==> config.mk <==
export PLATFORM = sky130hd
export DESIGN_NAME = hub75_bcm_scheduler_flat
export DESIGN_NICKNAME = d
export VERILOG_FILES = /design/src/rtl/hub75_bcm_scheduler_if.sv /design/src/rtl/hub75_bcm_scheduler.sv /design/src/flat_wrapper.sv
export SDC_FILE = /design/constraint.sdc
export NUM_CORES = 1
export LEC_CHECK = 0
export CORE_MARGIN = 8
export CORE_UTILIZATION = 35
export DETAILED_ROUTE_END_ITERATION = 8
export MAX_ROUTING_LAYER = met4
export PLACE_DENSITY = 0.63
export SLEW_MARGIN = 20
export SYNTH_ARGS = -nofsm -noshare
export SYNTH_HDL_FRONTEND = slang
export SYNTH_SLANG_ARGS = --single-unit
==> constraint.sdc <==
create_clock -name clock -period 3.2 [get_ports clock]
set_input_delay 0.64 -clock clock [delete_from_list [all_inputs] [get_ports clock]]
set_output_delay 0.64 -clock clock [all_outputs]
set_load 0.005 [all_outputs]
==> src/rtl/hub75_bcm_scheduler_if.sv <==
// Request/acknowledge handshake between the BCM scheduler (master) and the
// external 64-column shifter (slave).
interface hub75_bcm_scheduler_if;
  logic       shift_req;
  logic [4:0] shift_row;
  logic [2:0] shift_plane;
  logic       shift_done;

  modport master (
    output shift_req,
    output shift_row,
    output shift_plane,
    input  shift_done
  );

  modport slave (
    input  shift_req,
    input  shift_row,
    input  shift_plane,
    output shift_done
  );
endinterface

==> src/rtl/hub75_bcm_scheduler.sv <==
// HUB75 binary-code-modulation scheduler: shifts row/plane data one slot ahead,
// then blanks, latches and displays each plane for BASE_TICKS<<plane cycles.
module hub75_bcm_scheduler #(
  parameter int unsigned ROWS         = 32,
  parameter int unsigned PLANES       = 8,
  parameter int unsigned BASE_TICKS   = 4,
  parameter int unsigned BLANK_CYCLES = 2,
  parameter int unsigned LAT_CYCLES   = 1
) (
  input  logic                  clock,
  input  logic                  reset,
  input  logic                  enable,
  hub75_bcm_scheduler_if.master shift_if,
  output logic [4:0]            addr,
  output logic                  LAT,
  output logic                  OE,
  output logic                  frame_start
);

  typedef enum logic [2:0] {
    IDLE,
    PRIME,
    WAIT_SHIFT,
    BLANK,
    LATCH,
    DISPLAY
  } state_t;

  localparam logic [4:0]  LAST_ROW   = 5'(ROWS - 1);
  localparam logic [2:0]  LAST_PLANE = 3'(PLANES - 1);
  localparam logic [31:0] BLANK_LOAD = 32'(BLANK_CYCLES - 1);
  localparam logic [31:0] LAT_LOAD   = 32'(LAT_CYCLES - 1);
  localparam logic [31:0] BASE       = 32'(BASE_TICKS);

  state_t      r_state;
  logic [4:0]  r_row;
  logic [2:0]  r_plane;
  logic [4:0]  r_shift_row;
  logic [2:0]  r_shift_plane;
  logic        r_shift_req;
  logic        r_outstanding;
  logic        r_ready;
  logic [4:0]  r_addr;
  logic [2:0]  r_lat_plane;
  logic        r_lat;
  logic        r_oe;
  logic        r_frame_start;
  logic [31:0] r_timer;

  logic        w_done_ok;
  logic        w_ready_now;
  logic        w_timer_zero;
  logic [4:0]  w_next_row;
  logic [2:0]  w_next_plane;

  // A done coinciding with its own request pulse is too early to be genuine.
  always_comb begin
    w_done_ok    = shift_if.shift_done & r_outstanding & ~r_shift_req;
    w_ready_now  = r_ready | w_done_ok;
    w_timer_zero = (r_timer == '0);
    w_next_plane = r_plane + 3'd1;
    w_next_row   = r_row;
    if (r_plane == LAST_PLANE) begin
      w_next_plane = '0;
      w_next_row   = (r_row == LAST_ROW) ? '0 : r_row + 5'd1;
    end
  end

  always_ff @(posedge clock) begin
    if (reset) begin
      r_state       <= IDLE;
      r_row         <= '0;
      r_plane       <= '0;
      r_shift_row   <= '0;
      r_shift_plane <= '0;
      r_shift_req   <= 1'b0;
      r_outstanding <= 1'b0;
      r_ready       <= 1'b0;
      r_addr        <= '0;
      r_lat_plane   <= '0;
      r_lat         <= 1'b0;
      r_oe          <= 1'b1;
      r_frame_start <= 1'b0;
      r_timer       <= '0;
    end else begin
      r_shift_req   <= 1'b0;
      r_frame_start <= 1'b0;
      if (w_done_ok) begin
        r_outstanding <= 1'b0;
        r_ready       <= 1'b1;
      end

      case (r_state)
        IDLE: begin
          r_oe  <= 1'b1;
          r_lat <= 1'b0;
          if (enable) begin
            r_state       <= PRIME;
            r_shift_req   <= 1'b1;
            r_shift_row   <= r_row;
            r_shift_plane <= r_plane;
            r_outstanding <= 1'b1;
          end
        end

        PRIME: r_state <= WAIT_SHIFT;

        WAIT_SHIFT: begin
          if (w_ready_now) begin
            r_state     <= BLANK;
            r_addr      <= r_shift_row;
            r_lat_plane <= r_shift_plane;
            r_ready     <= 1'b0;
            r_timer     <= BLANK_LOAD;
          end
        end

        BLANK: begin
          if (w_timer_zero) begin
            r_state       <= LATCH;
            r_lat         <= 1'b1;
            r_timer       <= LAT_LOAD;
            r_frame_start <= (r_addr == '0) && (r_lat_plane == '0);
          end else begin
            r_timer <= r_timer - 32'd1;
          end
        end

        // Cursor advance and the next shift request land on the first
        // DISPLAY cycle so the shift overlaps the whole display period.
        LATCH: begin
          if (w_timer_zero) begin
            r_state <= DISPLAY;
            r_lat   <= 1'b0;
            r_oe    <= 1'b0;
            r_timer <= (BASE << r_lat_plane) - 32'd1;
            r_row   <= w_next_row;
            r_plane <= w_next_plane;
            if (enable) begin
              r_shift_req   <= 1'b1;
              r_shift_row   <= w_next_row;
              r_shift_plane <= w_next_plane;
              r_outstanding <= 1'b1;
            end
          end else begin
            r_timer <= r_timer - 32'd1;
          end
        end

        DISPLAY: begin
          if (w_timer_zero) begin
            r_oe <= 1'b1;
            if (w_ready_now) begin
              r_state     <= BLANK;
              r_addr      <= r_shift_row;
              r_lat_plane <= r_shift_plane;
              r_ready     <= 1'b0;
              r_timer     <= BLANK_LOAD;
            end else if (r_outstanding) begin
              r_state <= WAIT_SHIFT;
            end else begin
              r_state <= IDLE;
              r_row   <= '0;
              r_plane <= '0;
            end
          end else begin
            r_timer <= r_timer - 32'd1;
          end
        end

        default: r_state <= IDLE;
      endcase
    end
  end

  assign shift_if.shift_req   = r_shift_req;
  assign shift_if.shift_row   = r_shift_row;
  assign shift_if.shift_plane = r_shift_plane;
  assign addr                 = r_addr;
  assign LAT                  = r_lat;
  assign OE                   = r_oe;
  assign frame_start          = r_frame_start;

endmodule

==> src/flat_wrapper.sv <==
// flat-port wrapper written by rule: the top's interface ports become plain ports
module hub75_bcm_scheduler_flat 
#(
  parameter int unsigned ROWS         = 32,
  parameter int unsigned PLANES       = 8,
  parameter int unsigned BASE_TICKS   = 4,
  parameter int unsigned BLANK_CYCLES = 2,
  parameter int unsigned LAT_CYCLES   = 1
)
  (clock, reset, enable, addr, LAT, OE, frame_start, shift_if_shift_req, shift_if_shift_row, shift_if_shift_plane, shift_if_shift_done);
  hub75_bcm_scheduler_if shift_if_i ();
  input  logic clock;
  input  logic reset;
  input  logic enable;
  output logic [4:0] addr;
  output logic LAT;
  output logic OE;
  output logic frame_start;
  output wire logic [$bits(shift_if_i.shift_req)-1:0] shift_if_shift_req;
  output wire logic [$bits(shift_if_i.shift_row)-1:0] shift_if_shift_row;
  output wire logic [$bits(shift_if_i.shift_plane)-1:0] shift_if_shift_plane;
  input wire logic [$bits(shift_if_i.shift_done)-1:0] shift_if_shift_done;
  assign shift_if_shift_req = shift_if_i.shift_req;
  assign shift_if_shift_row = shift_if_i.shift_row;
  assign shift_if_shift_plane = shift_if_i.shift_plane;
  assign shift_if_i.shift_done = shift_if_shift_done;
  hub75_bcm_scheduler #(.ROWS(ROWS), .PLANES(PLANES), .BASE_TICKS(BASE_TICKS), .BLANK_CYCLES(BLANK_CYCLES), .LAT_CYCLES(LAT_CYCLES)) u_core (.clock(clock), .reset(reset), .enable(enable), .shift_if(shift_if_i), .addr(addr), .LAT(LAT), .OE(OE), .frame_start(frame_start));
endmodule
---- Word-level counts from Yosys, hierarchy flattened ----
Index checks and enable logic that the tools add are counted.
storage, ports and cells
  flip-flop bits (word level) ............. 65
  bits of input ports ..................... 4
  output and inout port bits .............. 17
  word-level logic and storage cells ...... 113
operators by class
  add/sub/neg operators ................... 4
  eq/ne operators ......................... 15
  shifts and indexed selects .............. 1
  muxes and demuxes ....................... 55
  bitwise logic cells ..................... 6
  reduce and logical (&&, ||, !) cells .... 18
operator list
  operator                                                              count
  32-bit two-way mux                                                    4
  32-bit one-hot mux with 4 select lines                                1
  32-bit by 1-bit subtractor with 32-bit output, second input constant  2
  5-bit two-way mux                                                     11
  3-bit two-way mux                                                     16
  32-bit zero test                                                      1
  3-bit by 3-bit << shifter with 32-bit output, first input constant    1
  5-bit one-hot mux with 2 select lines                                 3
  3-bit one-hot mux with 2 select lines                                 3
  3-bit one-hot mux with 6 select lines                                 1
  1-bit two-way mux                                                     10
  5-bit AND reduction                                                   2
  3-bit == test, second input constant                                  3
  2-bit by 1-bit != test with 1-bit output, second input constant       4
  2-bit != test, second input constant                                  4
  3-bit by 2-bit == test with 1-bit output, second input constant       2
  3-bit zero test                                                       2
  1-bit one-hot mux with 2 select lines                                 3
  1-bit one-hot mux with 3 select lines                                 2
  3-bit AND reduction                                                   2
  2-bit nonzero test                                                    3
  3-bit nonzero test                                                    2
  5-bit by 1-bit adder with 5-bit output, second input constant         1
  5-bit == test, second input constant                                  1
  12 further kinds                                                      15

---- Logic depth before layout (Yosys ltp) ----
Gate-level depths: netlist of the first run.
  word-level depth ........................ 6
  mapped depth ............................ 11
  depth with buffers taken out ............ 9

---- Worst setup path before layout of the first run ----
OpenSTA, ideal clock, no wires.
  kind .................................... reg2reg
  from .................................... register u_core.r_lat_plane[0]
  to ...................................... register u_core.r_timer[26]
  library setup time ...................... 0.124 ns
  arrival time ............................ 2.270 ns
  data required time ...................... 3.076 ns
  setup slack ............................. 0.806 ns
  stages on the path, launching flop included .. 10
  path buffers ............................ 2
  path through ............................ dfxtp_1 -> clkbuf_1 -> or3_1 -> ha_1 -> clkbuf_1 -> and3_1 -> o41ai_2 -> nor2_1 -> o21ai_0 -> o31ai_1
between the ends
  longest elaborated chain between the ends .. 4
ends and longest elaborated chain
  item                                           RTL line                    source
  from (decl)                                    hub75_bcm_scheduler.sv:44   logic [2:0] r_lat_plane;
  from (signal assigned)                         hub75_bcm_scheduler.sv:112  r_lat_plane <= r_shift_plane;
  from (signal assigned)                         hub75_bcm_scheduler.sv:156  r_lat_plane <= r_shift_plane;
  3-bit by 3-bit << shifter with 32-bit output   hub75_bcm_scheduler.sv:136  r_timer <= (BASE << r_lat_plane) - 32'd1;
  32-bit by 1-bit subtractor with 32-bit output  hub75_bcm_scheduler.sv:136
  32-bit two-way mux                             hub75_bcm_scheduler.sv:132  if (w_timer_zero) begin
  32-bit one-hot mux with 4 select lines         hub75_bcm_scheduler.sv:93   case (r_state)
  to (signal assigned)                           hub75_bcm_scheduler.sv:125  r_timer <= r_timer - 32'd1;
  to (signal assigned)                           hub75_bcm_scheduler.sv:136
  to (signal assigned)                           hub75_bcm_scheduler.sv:146  r_timer <= r_timer - 32'd1;
  to (decl)                                      hub75_bcm_scheduler.sv:48   logic [31:0] r_timer;
No other way between the ends.
A chain may end at the register's enable or synchronous reset.

---- Final worst setup path of the first run ----
  from .................................... register u_core.r_timer[0]
  to ...................................... register u_core.r_timer[18]
between the ends
  longest elaborated chain between the ends .. 3
  elaborated cells between the ends (all ways) .. 6
ends and longest elaborated chain
  item                                                                                      RTL line
  32-bit by 1-bit subtractor with 32-bit output / 32-bit zero test (equally long branches)  --
  32-bit two-way mux (on tied branches)                                                     hub75_bcm_scheduler.sv:151, hub75_bcm_scheduler.sv:119, hub75_bcm_scheduler.sv:132
  32-bit one-hot mux with 4 select lines *                                                  hub75_bcm_scheduler.sv:93
Every way passes the cells marked *; elsewhere a longest branch is shown, timed or not.

==> results_tabular.tex, run 1 <==
\begin{tabular}{lr}
\hline
Metric & Value \\
\hline
\multicolumn{2}{l}{\textbf{Cells and area}} \\
Fin cells & 631 \\
Area growth from synthesis to layout & 13.83\% \\
Final core utilization & 40.66\% \\
Fraction of final layout cells sized beyond drive strength 1 & 14.66\% \\
Total Nets Final & 497 \\
Diodes inserted & 0 \\
\multicolumn{2}{l}{\textbf{Clock tree}} \\
Library cell used as clock root buffer & sky130\_fd\_sc\_hd\_\_clkbuf\_8 \\
Clock insertion delay at the later pin of the skew report & roughly 350 ps \\
Cts bufs inserted & 9 \\
Number of post-CTS setup repair buffers & 0 \\
Post-CTS Resized & 0 \\
Buffer depth of the longest clock path & 2 \\
Max H-tree Level & 3 \\
Post-CTS clock slew at the launch and capture registers of the worst setup and hold paths & 80 ps \\
Clock tree from TritonCTS & built \\
Number of sinks on the clock net & 65 \\
CTS Hold Buffers Added & 0 \\
\multicolumn{2}{l}{\textbf{Yosys}} \\
Register bit count reported by yosys & 65 \\
Async set or reset register ratio after synthesis & 0\% \\
Cell accounting for the most synthesized area & sky130\_fd\_sc\_hd\_\_dfxtp\_1 \\
Synth top area cells & sky130\_fd\_sc\_hd\_\_dfxtp\_1, sky130\_fd\_sc\_hd\_\_nor2\_1, sky130\_fd\_sc\_hd\_\_a21oi\_1 \\
Yosys warning count & 0 \\
Synthesized area per cell & $\sim$8.2 um2 \\
Fraction of post-synthesis cell area in the top cell type by area & 33.60\% \\
Cell with the most instances after synthesis & sky130\_fd\_sc\_hd\_\_dfxtp\_1 \\
Count of flip-flops with a built-in enable after synthesis & 0 \\
Number of instances in the synthesized netlist & 472 \\
Combined area of all synthesized cells & 3872 um2 \\
Flip-flop cell with the highest count after synthesis & sky130\_fd\_sc\_hd\_\_dfxtp\_1 \\
Net count after synthesis & 483 \\
List of most frequent post-synthesis cells & sky130\_fd\_sc\_hd\_\_dfxtp\_1, sky130\_fd\_sc\_hd\_\_nor2\_1, sky130\_fd\_sc\_hd\_\_a21oi\_1 \\
Post-synthesis sequential area ratio & 33.60\% \\
Netlist cell types & between 70 and 80 \\
\multicolumn{2}{l}{\textbf{Route}} \\
WL/cell & 16.81 um \\
Average vias per placed instance & 5.761 \\
Residual DRC count & 0 \\
1st-pass router iterations & 5 \\
Post-detailed-route count of antenna-violating nets & 0 \\
Via count & 3635 \\
Number of violations reported at the end of detailed-routing iteration 0 & 240 \\
Overall routed net length & 10610 um \\
\multicolumn{2}{l}{\textbf{Floorplan}} \\
Number of ports placed on the die boundary & 21 \\
Rows & 38 \\
Total Die Area & 14690 um2 \\
Horiz. Die Dim & 121.2 um \\
Initial cell density of the core & approximately 36\% \\
Overall die height & 121.2 um \\
Core Footprint & 10840 um2 \\
\multicolumn{2}{l}{\textbf{Setup path}} \\
Start point of the critical path & u\_core.r\_timer[0] \\
Endpoint of the lowest-slack register-to-register path & u\_core.r\_timer[18] \\
Cell depth of the worst flop-to-flop path & 7 \\
CP Class & flip-flop to flip-flop \\
Worst reg2reg setup slack & 430 ps \\
Critical Path AT & 3010 ps \\
Required time at the endpoint of the critical path & 3450 ps \\
Critical path destination & u\_core.r\_timer[18] \\
Worst reg2reg path startpoint & u\_core.r\_timer[0] \\
CP Max Fanout & 13 \\
Crit path launch type & flip-flop \\
Critical Path Sink Type & flip-flop \\
\multicolumn{2}{l}{\textbf{STA}} \\
Worst Tran Pin Value & 1006 ps \\
Hold Violations, Final & 0 \\
Max-slew headroom & 32.50\% \\
RSZ-0062 raised after global routing & false \\
Fin. max-slew vios & 0 \\
Worst Skew & 15.22 ps \\
Final TNS setup & 0 ps \\
Worst hold slack after final layout & around 470 ps \\
Min cycle time layout & between 2000 and 3000 ps \\
Finish-stage setup viols & 0 \\
Post-route fraction of the period consumed by the critical path & 86.51\% \\
Timing-limited maximum frequency & approximately 360 MHz \\
\multicolumn{2}{l}{\textbf{GRT}} \\
Maximum number of pins on one net before global-route repair & 41 \\
Global routing usage summed across all routing layers & 15.04\% \\
Met2 GRT Util & 23.42\% \\
Total global routing overflow & 0 \\
Most Crowded Layer GR & met2 \\
Vias in the first global route & approximately 3500 \\
Met3 track demand over resource & 2.978\% \\
Met1 GRT Util & 18.74\% \\
First-pass GRT wire length & 17570 um \\
Initial antenna violation count & 0 \\
\multicolumn{2}{l}{\textbf{Status}} \\
Run status & complete, no violations \\
\multicolumn{2}{l}{\textbf{Min path}} \\
Hold-critical path depth & 1 \\
Worst min path class & flip-flop to flip-flop \\
\multicolumn{2}{l}{\textbf{Run}} \\
Max Cap Violations & 0 \\
\multicolumn{2}{l}{\textbf{Placed design}} \\
Dpl cells & 615 \\
Post-DP HPWL & 7561 um \\
Final estimated routing congestion in global placement & 0.8596 \\
Count of buffers from port buffering & 20 \\
\hline
\end{tabular}
## routing by layer
metal  wire, um  vias to the layer above
met3        527                       19
met2       4987                      107
met4        246                        0
met1       4846                     1728
met5          0                        -
li1           -                     1781
## stage by stage
stage               cell area [um2]  setup slack (ps)
floorplan                      3872             805.8
global placement               4213             494.2
detailed placement             4213             454.1
CTS                            4408             459.6
global route                   4408             213.3
finish                         4408             431.7
## area by class of cell
cell class	instances	area, um2
fill	1112	6432
inverter	11	41.29
timing repair buffer	34	312.8
sequential	65	1301
tap	140	175.2
multi-input combinational	365	2382
clock inverter	7	71.32
clock buffer	9	123.9
## critical path: stages (launching register included)
cell	delay (ps)
sky130_fd_sc_hd__dfxtp_1	340
sky130_fd_sc_hd__inv_1	70
sky130_fd_sc_hd__ha_1	210
sky130_fd_sc_hd__nor4b_2	400
sky130_fd_sc_hd__nand3_2	290
sky130_fd_sc_hd__o31ai_2	920
sky130_fd_sc_hd__o22ai_1	190
sky130_fd_sc_hd__a32o_1	250
## registers in the layout (all words and copies together) (netlist names)
register / count
u_core.r_timer: 32
u_core.shift_if.shift_plane: 3
u_core.addr: 5
u_core.r_ready: 1
u_core.shift_if.shift_req: 1
u_core.r_lat_plane: 3
u_core.r_plane: 3
u_core.LAT: 1
u_core.frame_start: 1
u_core.r_state: 3
u_core.shift_if.shift_row: 5
u_core.r_row: 5
u_core.r_outstanding: 1
u_core.OE: 1
## logic make-up after synthesis
| family | after synthesis | share of synthesized area (%) |
|---|---|---|
| simple gates | 195 | 28.66 |
| compound gates | 139 | 24.52 |
| flops | 65 | 33.60 |
| buf+inv | 42 | 4.879 |
| mux | 17 | 4.491 |
| xor+xnor | 7 | 1.583 |
| fa+ha+maj | 7 | 2.262 |
## cells in the final DEF, fill, tap and decap left out, types with 4 or more instances in the layout
cell                              count
sky130_fd_sc_hd__nand2_1             35
sky130_fd_sc_hd__nor4_1               6
sky130_fd_sc_hd__or4_1                4
sky130_fd_sc_hd__o22ai_1              6
sky130_fd_sc_hd__a22oi_1              4
sky130_fd_sc_hd__nand4_1              7
sky130_fd_sc_hd__a21oi_1             36
sky130_fd_sc_hd__nand2b_1             4
sky130_fd_sc_hd__nor2b_1              5
sky130_fd_sc_hd__ha_1                 7
sky130_fd_sc_hd__o21ai_1              7
sky130_fd_sc_hd__buf_4               13
sky130_fd_sc_hd__mux2i_1             14
sky130_fd_sc_hd__o31ai_1              4
sky130_fd_sc_hd__clkdlybuf4s50_1     19
sky130_fd_sc_hd__inv_1               11
sky130_fd_sc_hd__clkbuf_8             9
sky130_fd_sc_hd__o21ai_0             29
sky130_fd_sc_hd__a31oi_1             10
sky130_fd_sc_hd__dfxtp_1             65
sky130_fd_sc_hd__nor2_1              63
sky130_fd_sc_hd__xor2_1               5
sky130_fd_sc_hd__and3_1               5
sky130_fd_sc_hd__nor4_2               5
sky130_fd_sc_hd__a221oi_1             4
sky130_fd_sc_hd__or3_1                4
sky130_fd_sc_hd__nor3_1              16
sky130_fd_sc_hd__nand3_1             10
## how the worst min path moves through the flow
stage	startpoint	to	slack (ps)
final	u_core.r_timer[31]	u_core.r_timer[31]	470
after global placement	u_core.r_timer[31]	u_core.r_timer[31]	450
after detailed placement	u_core.r_timer[31]	u_core.r_timer[31]	460
after floorplan	u_core.r_timer[31]	u_core.r_timer[31]	430
after CTS	u_core.r_timer[31]	u_core.r_timer[31]	470
after global routing	u_core.shift_if.shift_row[2]	u_core.shift_if.shift_row[2]	500
Power of run 1 is left out: the tool's default activity adds up to more than one toggle a clock period on the data nets, which glitch-free logic cannot reach.
==> run 2: changes to the inputs <==
--- a/config.mk
+++ b/config.mk
@@ -5,6 +5,7 @@
 export SDC_FILE = /design/constraint.sdc
 export NUM_CORES = 1
 export LEC_CHECK = 0
+export CORE_ASPECT_RATIO = 0.9
 export CORE_MARGIN = 8
 export CORE_UTILIZATION = 35
 export DETAILED_ROUTE_END_ITERATION = 8
==> run 2 against run 1 <==
  * Sequential cell count stayed put
  * Core utilization rose by 0.51 points
  * Critical path depth did not move
  * Clock skew fell by 9.2 ps
  * Non-clock buffer count is 3 lower
  * First-iteration DRC count is 10% higher
  * Cell count fell by 1.6%
  * Hold slack worse by 2.6 ps
==> results_tabular.tex, run 2 (synthesis gave the netlist of run 1 again) <==
\begin{tabular}{lr}
\hline
Metric & Value \\
\hline
\multicolumn{2}{l}{\textbf{Clock tree}} \\
Number of sinks on the clock net & 65 \\
Max H-tree Level & 3 \\
Post-CTS clock slew at the launch and capture registers of the worst setup and hold paths & approximately 60 ps \\
Library cell used as clock root buffer & sky130\_fd\_sc\_hd\_\_clkbuf\_16 \\
Clock tree from TritonCTS & built \\
Clock insertion delay at the later pin of the skew report & between 300 and 400 ps \\
Post-CTS Resized & 0 \\
Number of post-CTS setup repair buffers & 0 \\
Buffer depth of the longest clock path & 2 \\
CTS Hold Buffers Added & 0 \\
Cts bufs inserted & 9 \\
\multicolumn{2}{l}{\textbf{Placed design}} \\
Dpl cells & 605 \\
Post-DP HPWL & 7204 um \\
Final estimated routing congestion in global placement & 0.8893 \\
Cell area reported after detailed placement & $\sim$4200 um2 \\
Count of buffers from port buffering & 20 \\
\multicolumn{2}{l}{\textbf{Floorplan}} \\
Total Die Area & 14690 um2 \\
Overall die height & between 100 and 150 um \\
Horiz. Die Dim & 126.9 um \\
Core Footprint & 10810 um2 \\
Initial cell density of the core & 35.82\% \\
Number of ports placed on the die boundary & 21 \\
Rows & 36 \\
\multicolumn{2}{l}{\textbf{STA}} \\
Worst Skew & 6.010 ps \\
Worst hold slack after final layout & 465.4 ps \\
Min cycle time layout & slightly below 3000 ps \\
RSZ-0062 raised after global routing & false \\
Final TNS setup & 0 ps \\
Fin. max-slew vios & 0 \\
Worst Tran Pin Value & between 1000 and 1500 ps \\
Finish-stage setup viols & 0 \\
Max-slew headroom & 32.19\% \\
Post-route fraction of the period consumed by the critical path & 90.43\% \\
Timing-limited maximum frequency & 345.6 MHz \\
Hold Violations, Final & 0 \\
\multicolumn{2}{l}{\textbf{Route}} \\
Post-detailed-route count of antenna-violating nets & 0 \\
Average vias per placed instance & a little under 6 \\
1st-pass router iterations & 5 \\
Overall routed net length & 10270 um \\
Residual DRC count & 0 \\
Via count & 3667 \\
Number of violations reported at the end of detailed-routing iteration 0 & 264 \\
WL/cell & 16.54 um \\
\multicolumn{2}{l}{\textbf{Setup path}} \\
Required time at the endpoint of the critical path & 3420 ps \\
Crit path launch type & flip-flop \\
Critical-path cell list & inv\_1, ha\_1, nor4b\_2, nand3\_2, o31ai\_2, o22ai\_1, a32o\_1 \\
CP Class & flip-flop to flip-flop \\
Biggest cell delay along the critical path & 930 ps \\
Cell type of the slowest stage on the worst timing path & sky130\_fd\_sc\_hd\_\_o31ai\_2 \\
Critical Path AT & 3110 ps \\
CP Max Fanout & 13 \\
Critical Path Sink Type & flip-flop \\
\multicolumn{2}{l}{\textbf{Run}} \\
Max Cap Violations & 0 \\
\multicolumn{2}{l}{\textbf{GRT}} \\
Total global routing overflow & 0 \\
Global routing usage summed across all routing layers & 14.82\% \\
Vias in the first global route & $\sim$3500 \\
First-pass GRT wire length & 17180 um \\
Initial antenna violation count & 0 \\
Maximum number of pins on one net before global-route repair & 33 \\
\multicolumn{2}{l}{\textbf{Cells and area}} \\
Post-route standard cell area excluding fillers & 4451 um2 \\
Diodes inserted & 0 \\
Total Nets Final & 494 \\
Area growth from synthesis to layout & 14.93\% \\
Register ranked first by flip-flop count & u\_core.r\_timer \\
Most common library cell in the layout ignoring fill and taps & sky130\_fd\_sc\_hd\_\_dfxtp\_1 \\
Commonest non-fill, non-tap cells in the layout & sky130\_fd\_sc\_hd\_\_dfxtp\_1, sky130\_fd\_sc\_hd\_\_nor2\_1, sky130\_fd\_sc\_hd\_\_a21oi\_1 \\
Fin cells & 621 \\
Number of fill cells in the layout & about 1100 \\
Number of flip-flops in the largest register & 32 \\
Fraction of final layout cells sized beyond drive strength 1 & 14.14\% \\
\multicolumn{2}{l}{\textbf{Status}} \\
Run status & complete, no violations \\
\multicolumn{2}{l}{\textbf{Min path}} \\
Worst min path class & flip-flop to flip-flop \\
\hline
\end{tabular}
==> run 2: cell types whose count changed in the layout (fill, tap and decap cells not counted) <==
cell,change
sky130_fd_sc_hd__bufinv_16,-1
sky130_fd_sc_hd__inv_6,+1
sky130_fd_sc_hd__clkbuf_16,+9
sky130_fd_sc_hd__clkinvlp_4,-1
sky130_fd_sc_hd__buf_4,-2
sky130_fd_sc_hd__clkbuf_8,-8
sky130_fd_sc_hd__buf_12,-1
==> run 2: cell type report <==
class	instances	area (um2)	share of cell area, %
clock inverter	6	42.54	0.9559
multi-input combinational	365	2382	53.53
tap	133	166.4	3.739
timing repair buffer	31	277.8	6.241
clock buffer	10	239.0	5.370
sequential	65	1301	29.24
inverter	11	41.29	0.9277
==> run 2: worst paths after layout <==
| kind | cells after the start | slack, ps | endpoint | from |
|---|---|---|---|---|
| hold reg to reg | 1 | 470 | u_core.r_timer[31] | u_core.r_timer[31] |
| setup / recovery | 7 | 310 | u_core.r_timer[18] | u_core.r_timer[0] |
| setup reg to reg | 7 | 310 | u_core.r_timer[18] | u_core.r_timer[0] |
| hold / removal | 1 | 470 | u_core.r_timer[31] | u_core.r_timer[31] |
==> run 2: worst max-delay path: cells and delay by family, from the launching register on <==
| kind | cells | cell delay (ps) |
|---|---|---|
| AOI/OAI and AO/OA | 3 | 1400 |
| buffers and inverters | 1 | 70 |
| DFF | 1 | 340 |
| and+or+nand+nor | 2 | 750 |
| adders and majority gates | 1 | 210 |
==> run 2: metrics by stage <==
stage | worst slack (ps) | utilization (%)
after detailed placement | 371.5 | 38.56
after CTS | 340.5 | 41.17
after floorplan | 805.8 | -
final | 306.4 | 41.17
after global placement | 417.5 | 38.56
after global routing | 63.88 | 41.17
==> run 2: routing by layer <==
layer  track usage (%)  vias up  wire [um]
met3             3.542       12        604
li1                  -     1794          -
met5                 -        -          0
met4             4.276        0        144
met2             24.19      119       4793
met1             17.93     1742       4732
Power of run 2 is left out for the same reason.
